==> src/rtl/rgb_seq_monitor.sv <==
// Receive-side checker for the RGB traffic-light phase sequence on the LED pins.
// Define RGB_MON_STATS_EN to build the dwell_last capture register (else dwell_last is 0).
module rgb_seq_monitor #(
    parameter int unsigned PHASE_CYCLES  = 100_000_000,
    parameter int unsigned TOL_CYCLES    = 1_000_000,
    parameter int unsigned STABLE_CYCLES = 16,
    parameter int unsigned CNT_W         = 27
) (
    input  logic             clk,
    input  logic             rst,
    input  logic             r_in,
    input  logic             g_in,
    input  logic             b_in,
    output logic [1:0]       phase,
    output logic             phase_valid,
    output logic             locked,
    output logic             seq_err,
    output logic             time_err,
    output logic [7:0]       err_count,
    output logic [CNT_W-1:0] dwell_last
);
    localparam int unsigned      STAB_W      = $clog2(STABLE_CYCLES + 1);
    localparam logic [CNT_W-1:0] DWELL_MIN   = CNT_W'(PHASE_CYCLES - TOL_CYCLES);
    localparam logic [CNT_W-1:0] DWELL_MAX   = CNT_W'(PHASE_CYCLES + TOL_CYCLES);
    localparam logic [CNT_W-1:0] DWELL_STALL = CNT_W'(PHASE_CYCLES + TOL_CYCLES + 1);
    localparam logic [CNT_W-1:0] DWELL_ONE   = CNT_W'(1);
    localparam logic [STAB_W:0]  STAB_REQ    = (STAB_W + 1)'(STABLE_CYCLES);
    localparam logic [STAB_W:0]  RUN_ONE     = (STAB_W + 1)'(1);

    typedef enum logic [1:0] {SEARCH, SYNC, TRACK} state_t;
    state_t state;

    logic [2:0]       sync1, sync2, cand, acc_code;
    logic [STAB_W-1:0] stab;
    logic [STAB_W:0]  run_len;
    logic [CNT_W-1:0] dwell;
    logic [1:0]       code_idx;
    logic             code_legal, accept, in_order, in_window, stall, err_event;

    always_comb begin
        code_legal = 1'b1;
        code_idx   = 2'd0;
        case (sync2)
            3'b100:  code_idx = 2'd0;
            3'b110:  code_idx = 2'd1;
            3'b010:  code_idx = 2'd2;
            3'b111:  code_idx = 2'd3;
            default: code_legal = 1'b0;
        endcase
        // run_len includes the current synchronised sample
        run_len   = (sync2 == cand) ? ({1'b0, stab} + RUN_ONE) : RUN_ONE;
        accept    = (run_len >= STAB_REQ) && (sync2 != acc_code);
        in_order  = (code_idx == phase + 2'd1);
        in_window = (dwell >= DWELL_MIN) && (dwell <= DWELL_MAX);
        stall     = (state == TRACK) && (dwell == DWELL_STALL);
        err_event = accept ? (!code_legal || ((state == TRACK) && !(in_order && in_window)))
                           : stall;
    end

    // Synchroniser, deglitch filter and dwell counter
    always_ff @(posedge clk) begin
        if (rst) begin
            sync1    <= '0;
            sync2    <= '0;
            cand     <= '0;
            stab     <= '0;
            acc_code <= '0;
            dwell    <= '0;
        end else begin
            sync1 <= {r_in, g_in, b_in};
            sync2 <= sync1;
            cand  <= sync2;
            stab  <= (run_len >= STAB_REQ) ? STAB_REQ[STAB_W-1:0] : run_len[STAB_W-1:0];
            if (accept) begin
                acc_code <= sync2;
                dwell    <= DWELL_ONE;
            end else if (dwell != '1) begin
                dwell <= dwell + DWELL_ONE;
            end
        end
    end

    always_ff @(posedge clk) begin
        if (rst) begin
            state       <= SEARCH;
            phase       <= '0;
            phase_valid <= 1'b0;
            locked      <= 1'b0;
            seq_err     <= 1'b0;
            time_err    <= 1'b0;
            err_count   <= '0;
        end else begin
            seq_err  <= 1'b0;
            time_err <= 1'b0;
            if (err_event && (err_count != '1))
                err_count <= err_count + 8'd1;
            if (accept) begin
                if (!code_legal) begin
                    seq_err     <= 1'b1;
                    phase_valid <= 1'b0;
                    locked      <= 1'b0;
                    state       <= SEARCH;
                end else begin
                    phase       <= code_idx;
                    phase_valid <= 1'b1;
                    case (state)
                        SEARCH: state <= SYNC;
                        SYNC: begin
                            if (in_order) begin
                                state  <= TRACK;
                                locked <= 1'b1;
                            end
                        end
                        TRACK: begin
                            if (!in_order) begin
                                seq_err <= 1'b1;
                                state   <= SYNC;
                                locked  <= 1'b0;
                            end else if (!in_window) begin
                                time_err <= 1'b1;
                            end
                        end
                        default: state <= SEARCH;
                    endcase
                end
            end else if (stall) begin
                time_err <= 1'b1;
                state    <= SYNC;
                locked   <= 1'b0;
            end
        end
    end

`ifdef RGB_MON_STATS_EN
    logic [CNT_W-1:0] dwell_cap;

    always_ff @(posedge clk) begin
        if (rst)
            dwell_cap <= '0;
        else if (accept && (state != SEARCH))
            dwell_cap <= dwell;
    end

    assign dwell_last = dwell_cap;
`else
    assign dwell_last = '0;
`endif

endmodule

==> config.mk <==
export PLATFORM = sky130hd
export DESIGN_NAME = rgb_seq_monitor
export DESIGN_NICKNAME = d
export VERILOG_FILES = /design/src/rtl/rgb_seq_monitor.sv
export SDC_FILE = /design/constraint.sdc
export NUM_CORES = 1
export LEC_CHECK = 0
export ABC_CLOCK_PERIOD_IN_PS = 2800
export CORE_ASPECT_RATIO = 1.2
export CORE_UTILIZATION = 54
export DETAILED_ROUTE_END_ITERATION = 10
export GPL_ROUTABILITY_DRIVEN = 0
export GPL_TIMING_DRIVEN = 0
export PLACE_DENSITY = 0.79
export REMOVE_ABC_BUFFERS = 1
export SKIP_CTS_REPAIR_TIMING = 1
export SYNTH_ARGS = -nofsm -noshare
export SYNTH_HDL_FRONTEND = slang
export SYNTH_SLANG_ARGS = --single-unit
==> constraint.sdc <==
create_clock -name clk -period 2.8 [get_ports clk]
set_input_delay 0.42 -clock clk [delete_from_list [all_inputs] [get_ports clk]]
set_output_delay 0.42 -clock clk [all_outputs]
set_load 0.01 [all_outputs]
==> results of run 1 <==
-- metrics by stage --
step	hold WS (ns)	worst slack [ns]	instance area, um2
3_5_place_dp	0.432	-0.131	3290
6_report	0.442	0.158	3510
4_1_cts	0.446	-0.129	3460
2_1_floorplan	0.414	0.327	3010
3_3_place_gp	0.416	-0.0953	3290
5_1_grt	0.463	0.0134	3510
-- logic make-up after synthesis --
| kind of cell | Yosys count | share of synthesized area (%) |
|---|---|---|
| DFF | 60 | 37.6 |
| AOI/OAI and AO/OA | 60 | 12.8 |
| muxes | 5 | 1.61 |
| other | 1 | 0.117 |
| buffers and inverters | 57 | 10.4 |
| adders and majority gates | 11 | 4.15 |
| xor gates and xnor gates | 30 | 8.22 |
| and+or+nand+nor | 151 | 25.1 |
-- power breakdown --
group	internal (W)	switching (W)
clock	0.000362	0.000320
sequential	0.000866	0.0000153
combinational	0.0000273	0.0000545
-- registers in the layout (all words and copies together), names as in the netlist --
signal,flops
acc_code,3
cand,3
dwell,27
err_count,8
locked,1
phase,2
phase_valid,1
seq_err,1
stab,5
state,2
sync1,3
sync2,3
time_err,1
-- layer usage --
metal | up-vias | global-route usage [%] | part of all wire [%]
li1 | 1285 | - | -
met1 | 1196 | 23.1 | 44
met2 | 46 | 36.5 | 51
met3 | 7 | 6.28 | 3.7
met4 | 0 | 7.66 | 1.3
met5 | - | 0 | 0
-- cells in the final DEF, fill, tap and decap left out, types with 2 or more instances in the layout --
cell,instances
nand2_1,18
clkbuf_8,11
clkbuf_1,2
inv_1,14
or3_1,7
xnor2_1,12
nand3_1,22
o31ai_1,3
xor2_1,18
o221a_2,2
clkinv_2,2
dfxtp_1,60
ha_1,9
mux2i_1,4
and3_1,7
or3_2,2
and2_1,4
o211a_1,3
a21oi_1,22
conb_1,27
maj3_1,2
o21ai_0,8
a21boi_0,2
nor3_1,8
o31a_1,2
o211ai_1,2
and4_1,4
clkdlybuf4s50_1,17
or4_1,2
nor2b_1,7
o21a_1,3
nor2_1,42
nor4_1,2
nand4_1,13
-- worst paths after layout --
kind | from | to | slack, ns | depth (start not counted)
setup / recovery | dwell[2] | err_count[7] | 0.16 | 7
hold / removal | sync1[2] | sync2[2] | 0.44 | 1
hold reg to reg | sync1[2] | sync2[2] | 0.44 | 1
setup reg to reg | dwell[2] | err_count[7] | 0.16 | 7
-- layout make-up --
type / instances / share of cell area [%]
clock inverters: 2 / 0.285
clock buffers: 13 / 4.53
flip-flops and latches: 60 / 34.2
inverters: 14 / 1.50
repair buffers: 18 / 5.20
well taps: 80 / 2.85
multi-input cells: 284 / 51.4
-- synthesized netlist by cell type (2+ instances only) --
cell | count | share of area, %
a21oi_1 | 22 | 3.4
xnor2_1 | 12 | 3.3
nor4_1 | 4 | 0.78
o221a_2 | 2 | 0.70
buf_2 | 6 | 0.94
a21boi_0 | 2 | 0.47
maj3_1 | 2 | 0.63
nor2_1 | 42 | 4.9
mux2i_1 | 4 | 1.3
o211ai_1 | 2 | 0.47
and4_1 | 4 | 1.1
inv_1 | 14 | 1.6
o21a_1 | 3 | 0.70
nand4_1 | 13 | 2.5
o21ai_0 | 8 | 1.3
nand2_1 | 19 | 2.2
o211a_1 | 3 | 0.94
dfxtp_1 | 60 | 38
ha_1 | 9 | 3.5
buf_4 | 27 | 6.3
or4_1 | 3 | 0.70
clkbuf_1 | 7 | 0.82
nor3_1 | 8 | 1.3
and3_1 | 7 | 1.4
o41ai_1 | 2 | 0.55
nand3_1 | 22 | 3.4
and2_1 | 5 | 0.98
a41oi_1 | 2 | 0.55
or3_1 | 7 | 1.4
o31ai_1 | 3 | 0.70
xor2_1 | 18 | 4.9
o31a_1 | 2 | 0.55
or3_2 | 2 | 0.47
nor2b_1 | 7 | 1.4
==> metrics.md, run 1 <==
| Metric | Value |
|---|---|
| Worst min-delay path class | `register to register` |
| Syn-to-layout area delta | `9.83%` |
| # rows | `30` |
| Worst-margin pin slew | `1.08 ns` |
| Area of the core | `5670 um2` |
| Initial antenna violation count | `0` |
| CP delay by family, top | `simple AND/OR/NAND/NOR gates` |
| Max FO, Critical Path | `12` |
| Ports | `46` |
| Syn avg cell area | `8.52 um2` |
| Most used cell, CP | `or4_1` |
| Largest net degree at the start of global routing | `31` |
| Critical path type | `register to register` |
| Wirelength per Cell | `12.9 um` |
| Drt drc | `0` |
| First-pass GRT wire length | `10100 um` |
| Synth Register Bits | `60` |
| CP startpoint kind | `register` |
| Dpl cells | `456` |
| Layout cell share with drive strength beyond 1 | `7.93%` |
| Die width | `72.2 um` |
| Number of max-cap violations | `0` |
| Starting density of the core | `56.4%` |
| Number of global-route vias before repair | `2392` |
| H-tree depth | `3` |
| CP cell instances | `nor4_4 -> nand3_1 -> or4_1 -> o32a_1 -> o31a_2 -> or4_1 -> a21oi_1` |
| Final ANT Viol Nets | `0` |
| Slew Viols, Final | `0` |
| Final wirelength | `6070 um` |
| Ys async rst share | `0%` |
| Port bufs | `18` |
| Clock Skew | `0.00540 ns` |
| Clk sink count | `60` |
| Via density | `5.38` |
| Final core utilization | `61.9%` |
| TritonCTS Buffers | `9` |
| Period minus WS final | `2.64 ns` |
| Grt total ovfl | `0` |
| Cells after Synth | `375` |
| Final worst-path cycle share | `94.4%` |
| Die Height | `86.3 um` |
| Peak supply drop | `0.275 mV` |
| CTS tree | `done` |
| Run status | `completed` |
| Mapped Area | `3200 um2` |
| P per Cell Area | `469 nW/um2` |
| WP buf/inv | `0` |
| Multi-input logic area | `1800 um2` |
| Global-route usage over all layers | `20.6%` |
| Post-route setup TNS | `0 ns` |
| Die area | `6230 um2` |
| Setup crit end kind | `register` |
| Root Driver | `clkbuf_8` |
| Layout net count | `401` |
| First drt pass iteration count | `4` |
| Ys flop type | `dfxtp_1` |
| Detailed Place HPWL | `4180 um` |
| Unrepaired setup endpoints after global routing | `no` |
| Max Buffers Root-to-Sink | `2` |
| Peak Freq | `0.379 GHz` |
| Req. time, crit path | `3.06 ns` |
| Hold Vio Cnt, Final | `0` |
| Distinct cells, synth | `56` |
| Synth Warn # | `0` |
| Iter 0 DRT Violations | `115` |
| Worst-Skew Late Latency | `0.33 ns` |
| Register area share after synthesis | `37.6%` |
| Count of final setup violators | `0` |
| Worst rel slew slack | `27.9%` |
| Reg clk slew, reported paths | `0.06 ns` |
| Detailed-route via count | `2534` |
| Post-synth EDFFs | `0` |
| Max incr delay on CP | `0.53 ns` |
| Lkg Pwr | `1.35 nW` |
| Crit path DAT | `2.90 ns` |
| Power consumption | `0.00164 W` |
| Register area | `1200 um2` |
| CP max stage cell | `or4_1` |
| Non-filler instance count after layout | `471` |
| ANT cells | `0` |
| Fill count | `492` |
No activity file was read; power rests on OpenSTA's default activity.
==> run 2: changes to the inputs <==
--- a/config.mk
+++ b/config.mk
@@ -10,7 +10,6 @@
 export CORE_UTILIZATION = 54
 export DETAILED_ROUTE_END_ITERATION = 10
 export GPL_ROUTABILITY_DRIVEN = 0
-export GPL_TIMING_DRIVEN = 0
 export PLACE_DENSITY = 0.79
 export REMOVE_ABC_BUFFERS = 1
 export SKIP_CTS_REPAIR_TIMING = 1
==> run 2 against run 1 <==
Die area stayed put. Clock-buffer cell count stayed put. Global-route usage is 0.36 points lower. Non-clock buffer count is 8 higher. Hold slack worse by 0.0061 ns. Clock power is 0.6% lower. Critical path type unchanged. Largest cell class unchanged. Largest power group unchanged.
==> metrics.md, run 2 (synthesis gave the netlist of run 1 again) <==
| Metric | Value |
|---|---|
| Initial antenna violation count | `0 (unchanged)` |
| Final ANT Viol Nets | `0 (unchanged)` |
| Max Buffers Root-to-Sink | `2 (unchanged)` |
| Max FFs per register | `27 (unchanged)` |
| First-pass GRT wire length | `9830 um (-2.5%)` |
| Unrepaired setup endpoints after global routing | `no` |
| CP startpoint kind | `register` |
| WP buf/inv | `0 (unchanged)` |
| Largest net degree at the start of global routing | `27 (-13%)` |
| P_sw | `0.000386 W (-0.83%)` |
| H-tree depth | `3 (unchanged)` |
| # rows | `30 (unchanged)` |
| Req. time, crit path | `3.07 ns (about the same)` |
| Run status | `completed` |
| Fill count | `500 (+1.6%)` |
| CTS tree | `done` |
| Commonest non-fill, non-tap cells in the layout | `dfxtp_1 (60), nor2_1 (42), conb_1 (27), nand3_1 (22), a21oi_1 (22)` |
| Worst rel slew slack | `52.5% (+25 points)` |
| Die area | `6230 um2 (unchanged)` |
| Lkg Pwr | `1.37 nW (+1.5%)` |
| Final wirelength | `5990 um (-1.2%)` |
| Area of placed instances | `3370 um2 (+2.2%)` |
| Via density | `5.29 (-1.6%)` |
| Commonest non-fill, non-tap cell in the layout | `dfxtp_1` |
| Final worst-path cycle share | `93.7% (-0.67 points)` |
| Max incr delay on CP | `0.54 ns (about the same)` |
| Peak Freq | `0.381 GHz (+0.72%)` |
| Peak supply drop | `0.332 mV (+21%)` |
| Met1 usage | `22.8% (-0.30 points)` |
| Power share of the clock group | `41.2% (-0.3 points)` |
| Worst-margin pin slew | `0.706 ns (-0.374 ns)` |
| Dpl cells | `464 (+1.8%)` |
| Number of global-route vias before repair | `2261 (-5.5%)` |
| Critical path type | `register to register` |
| Number of max-cap violations | `0 (unchanged)` |
| Setup crit end kind | `register` |
| Layout cell share with drive strength beyond 1 | `8.27% (+0.34 points)` |
| Grt total ovfl | `0 (unchanged)` |
| Global-route met3 utilization | `5.81% (-0.47 points)` |
| Layout net count | `409 (+2.0%)` |
| Port bufs | `18 (unchanged)` |
| Max FO, Critical Path | `12 (unchanged)` |
| Worst hold slack | `0.435 ns (-0.00614 ns)` |
| Detailed Place HPWL | `4300 um (+2.8%)` |
| Seq pwr share | `53.5% (about the same)` |
| Die width | `72.2 um (unchanged)` |
| Int Power | `0.00126 W (+0.23%)` |
| Fin area | `3540 um2 (+0.96%)` |
| Iter 0 DRT Violations | `77 (-33%)` |
| CP cell instances | `nor4_1 -> nand3_1 -> or4_1 -> o32a_1 -> o31a_2 -> or4_1 -> a21oi_1` |
| Period minus WS final | `2.62 ns (-0.0188 ns)` |
| Reg clk slew, reported paths | `0.06 ns (about the same)` |
| Final core utilization | `62.5% (+0.60 points)` |
| Most used cell, CP | `or4_1` |
| Count of final setup violators | `0 (unchanged)` |
| Worst-Skew Late Latency | `0.34 ns (about the same)` |
| Switching share of power | `23.5% (-0.19 points)` |
| Top flop regs | `dwell: 27 flops, err_count: 8 flops, stab: 5 flops` |
| Drt drc | `0 (unchanged)` |
| P per Cell Area | `464 nW/um2 (-0.97%)` |
| GR Layer Usage met2 | `34.6% (-2.0 points)` |
| Register area | `1200 um2 (unchanged)` |
| Post-route setup TNS | `0 ns (unchanged)` |
| ANT cells | `0 (unchanged)` |
| First drt pass iteration count | `5 (+1)` |
| Area of the core | `5670 um2 (unchanged)` |
| Slew Viols, Final | `0 (unchanged)` |
| Wirelength per Cell | `12.5 um (-2.9%)` |
| Global-route usage over all layers | `20.3% (-0.36 points)` |
| Combinational share of power | `5.2% (+0.2 points)` |
| Crit path DAT | `2.90 ns (about the same)` |
| Register with the most flip-flops | `dwell` |
| Root Driver | `clkbuf_8` |
| Hold Vio Cnt, Final | `0 (unchanged)` |
| Syn-to-layout area delta | `10.9%` |
| Detailed-route via count | `2536 (+0.079%)` |
| Starting density of the core | `56.4% (unchanged)` |
| CP delay by family, top | `simple AND/OR/NAND/NOR gates` |
| Die Height | `86.3 um (unchanged)` |
| Clock Skew | `0.00576 ns (+0.000360 ns)` |
| GRT Max-Usage Layer | `met2` |
| Ports | `46 (unchanged)` |
| TritonCTS Buffers | `9 (unchanged)` |
| Multi-input logic area | `1770 um2 (-2.0%)` |
| Clk sink count | `60 (unchanged)` |
| Worst min-delay path class | `register to register` |
| CP max stage cell | `or4_1` |
| Non-filler instance count after layout | `479 (+1.7%)` |
run 2: final cells by class:
| class | instances | share of cell area [%] |
|---|---|---|
| inverter | 14 | 1.48 |
| clock inverter | 2 | 0.282 |
| sequential | 60 | 33.9 |
| clock buffer | 13 | 4.48 |
| multi-input combinational | 284 | 49.9 |
| timing repair buffer | 26 | 7.13 |
| tap | 80 | 2.82 |
run 2: per-stage QoR:
step	worst slack [ns]	total power (W)
finish	0.177	0.00164
global route	0.00112	0.00171
CTS	0.162	0.00166
detailed placement	0.200	0.000984
global placement	0.245	0.000982
floorplan	0.327	0.000953
run 2: power by group through the flow:
stage	clock network (W)	registers (W)	logic (W)
3_3_place_gp	0	0.000898	0.0000838
3_5_place_dp	0	0.000899	0.0000854
2_1_floorplan	0	0.000895	0.0000580
4_1_cts	0.000692	0.000880	0.0000861
6_report	0.000678	0.000880	0.0000861
5_1_grt	0.000730	0.000881	0.0000974
run 2: final timing paths:
path / from / to / slack (ns) / cells after the start
max: dwell[2] / err_count[7] / 0.18 / 7
min: sync1[2] / sync2[2] / 0.44 / 1
max reg2reg: dwell[2] / err_count[7] / 0.18 / 7
min reg2reg: sync1[2] / sync2[2] / 0.44 / 1
run 2: metal layers:
layer	share of wire, %	wire [um]
met5	0	0
met4	1.9	116
met3	3.8	229
met2	48	2910
met1	46	2740
==> run 3: changes to the inputs <==
--- a/config.mk
+++ b/config.mk
@@ -7,10 +7,10 @@
 export LEC_CHECK = 0
 export ABC_CLOCK_PERIOD_IN_PS = 2800
 export CORE_ASPECT_RATIO = 1.2
-export CORE_UTILIZATION = 54
+export CORE_UTILIZATION = 50
 export DETAILED_ROUTE_END_ITERATION = 10
 export GPL_ROUTABILITY_DRIVEN = 0
-export PLACE_DENSITY = 0.79
+export PLACE_DENSITY = 0.74
 export REMOVE_ABC_BUFFERS = 1
 export SKIP_CTS_REPAIR_TIMING = 1
 export SYNTH_ARGS = -nofsm -noshare
==> run 3 against run 2 <==
Hold slack gained 0.0031 ns. Core utilization shrank 2.3 points. Sequential power is essentially flat. Combinational power grew 5.8%. Final cell count grew 1.9%. Clock skew shrank 0.00067 ns. Final area grew 3.5%. Sequential cell count is the same. Wire length grew 5.5%. Via count grew 3.3%. Sequential share of layout area shrank 1.1 points. Clock-buffer cell count shrank 1. Critical endpoint unchanged. Highest routed layer unchanged.
==> metrics.md, run 3 (synthesis gave the netlist of run 1 again) <==
| Metric | Value |
|---|---|
| Run status | `completed` |
| Area of the core | `6090 um2 (+7.4%)` |
| Max FFs per register | `27 (unchanged)` |
| Critical path startpoint | `dwell[2]` |
| Max Buffers Root-to-Sink | `2 (unchanged)` |
| Layout cell share with drive strength beyond 1 | `10.3% (+2.1 points)` |
| Worst-Skew Late Latency | `0.33 ns (about the same)` |
| Critical Path Sink | `err_count[7]` |
| Reg clk slew, reported paths | `0.06 ns (about the same)` |
| Global-route usage over all layers | `20.8% (+0.57 points)` |
| Req. time, crit path | `3.07 ns (about the same)` |
| Commonest non-fill, non-tap cells in the layout | `dfxtp_1 (60), nor2_1 (42), conb_1 (27), nand3_1 (22), a21oi_1 (22)` |
| Worst reg2reg path startpoint | `dwell[2]` |
| Fin area | `3670 um2 (+3.5%)` |
| Critical path type | `register to register` |
| Ports | `46 (unchanged)` |
| Drt drc | `0 (unchanged)` |
| Worst reg2reg setup slack | `0.19 ns (about the same)` |
| Hold Vio Cnt, Final | `0 (unchanged)` |
| Root Driver | `clkbuf_8` |
| Setup crit end kind | `register` |
| ANT cells | `0 (unchanged)` |
| Final core utilization | `60.2% (-2.3 points)` |
| CP cell instances | `nor4_1 -> nand3_1 -> or4_1 -> o32a_1 -> o31a_2 -> or4_1 -> a21oi_1` |
| WP buf/inv | `0 (unchanged)` |
| Worst min-delay path class | `register to register` |
| Iter 0 DRT Violations | `148 (+92%)` |
| Peak supply drop | `0.287 mV (-14%)` |
| Lkg Pwr | `1.43 nW (+4.7%)` |
| Detailed-route via count | `2619 (+3.3%)` |
| Starting density of the core | `52.5% (-3.9 points)` |
| CP Depth | `7 (unchanged)` |
| P per Cell Area | `526 nW/um2 (+13%)` |
| Layout net count | `415 (+1.5%)` |
| First-pass GRT wire length | `10700 um (+9.1%)` |
| Top flop regs | `dwell: 27 flops, err_count: 8 flops, stab: 5 flops` |
| Final wirelength | `6320 um (+5.5%)` |
| Die Height | `89.6 um (+3.8%)` |
| TritonCTS Buffers | `9 (unchanged)` |
| Max incr delay on CP | `0.54 ns (about the same)` |
| Count of final setup violators | `0 (unchanged)` |
| Register with the most flip-flops | `dwell` |
| H-tree depth | `3 (unchanged)` |
| Period minus WS final | `2.61 ns (-0.0119 ns)` |
| Final ANT Viol Nets | `0 (unchanged)` |
| Clk sink count | `60 (unchanged)` |
| Port bufs | `18 (unchanged)` |
| Wirelength per Cell | `13.0 um (+3.5%)` |
| Area of placed instances | `3400 um2 (+1.0%)` |
| Unrepaired setup endpoints after global routing | `no` |
| First drt pass iteration count | `4 (-1)` |
| Grt total ovfl | `0 (unchanged)` |
| Number of max-cap violations | `0 (unchanged)` |
| Worst rel slew slack | `58.7% (+6.2 points)` |
| Via density | `5.37 (+1.4%)` |
| Slew Viols, Final | `0 (unchanged)` |
| Worst-margin pin slew | `0.613 ns (-0.0924 ns)` |
| Most used cell, CP | `or4_1` |
| Initial antenna violation count | `0 (unchanged)` |
| Largest net degree at the start of global routing | `17 (-37%)` |
| CP max stage cell | `or4_1` |
| Worst reg2reg path depth | `7 (unchanged)` |
| Commonest non-fill, non-tap cell in the layout | `dfxtp_1` |
| Final worst-path cycle share | `93.3% (-0.43 points)` |
| # rows | `31 (+3.3%)` |
| Syn-to-layout area delta | `14.7%` |
| CP startpoint kind | `register` |
| Max FO, Critical Path | `12 (unchanged)` |
| Post-route setup TNS | `0 ns (unchanged)` |
| Number of global-route vias before repair | `2494 (+10%)` |
| Reg-to-reg endpoint | `err_count[7]` |
| Detailed Place HPWL | `4600 um (+7.0%)` |
| Dpl cells | `472 (+1.7%)` |
| CP delay by family, top | `simple AND/OR/NAND/NOR gates` |
| Die area | `6720 um2 (+7.8%)` |
| Crit path DAT | `2.88 ns (-0.02 ns)` |
| CTS tree | `done` |
| Non-filler instance count after layout | `488 (+1.9%)` |
| Clock Skew | `0.00509 ns (-0.000667 ns)` |
| Die width | `75.0 um (+3.8%)` |
| Peak Freq | `0.383 GHz (+0.46%)` |
## run 3: per-stage QoR
step / setup WS (ns) / total power, W / hold WS, ns
3_5_place_dp: 0.155 / 0.000989 / 0.427
3_3_place_gp: 0.215 / 0.000985 / 0.417
5_1_grt: 0.0206 / 0.00201 / 0.470
4_1_cts: 0.129 / 0.00194 / 0.442
6_report: 0.189 / 0.00193 / 0.439
2_1_floorplan: 0.327 / 0.000953 / 0.414
## run 3: worst min-delay path by stage
stage,startpoint,end,slack [ns],depth (start not counted)
2_1_floorplan,sync1[0],sync2[0],0.41,1
3_3_place_gp,sync1[2],sync2[2],0.42,1
3_5_place_dp,sync1[2],sync2[2],0.43,1
4_1_cts,sync1[2],sync2[2],0.44,1
5_1_grt,sync1[2],sync2[2],0.47,1
6_report,sync1[2],sync2[2],0.44,1
## run 3: routing by layer
metal	part of all wire (%)	up-vias	global-route usage, %
li1	-	1324	-
met4	2.6	0	11.5
met2	49	68	36.0
met5	0	-	0
met1	45	1210	24.0
met3	3.2	17	4.24
## run 3: where the power goes
| part | switching [W] | leakage, nW | internal [W] | total, W |
|---|---|---|---|---|
| clock network | 0.000319 | 0.127 | 0.000639 | 0.000958 |
| registers | 0.0000133 | 0.486 | 0.000866 | 0.000879 |
| logic | 0.0000584 | 0.818 | 0.0000327 | 0.0000911 |
| total | 0.000391 | 1.43 | 0.00154 | 0.00193 |
## run 3: final cells by class
type | count | area, um2
Multi-Input combinational cell | 284 | 1770
Fill cell | 548 | 2420
Clock buffer | 12 | 155
Tap cell | 82 | 103
Timing Repair Buffer | 32 | 285
Sequential cell | 60 | 1200
Clock inverter | 4 | 95.1
Inverter | 14 | 52.6
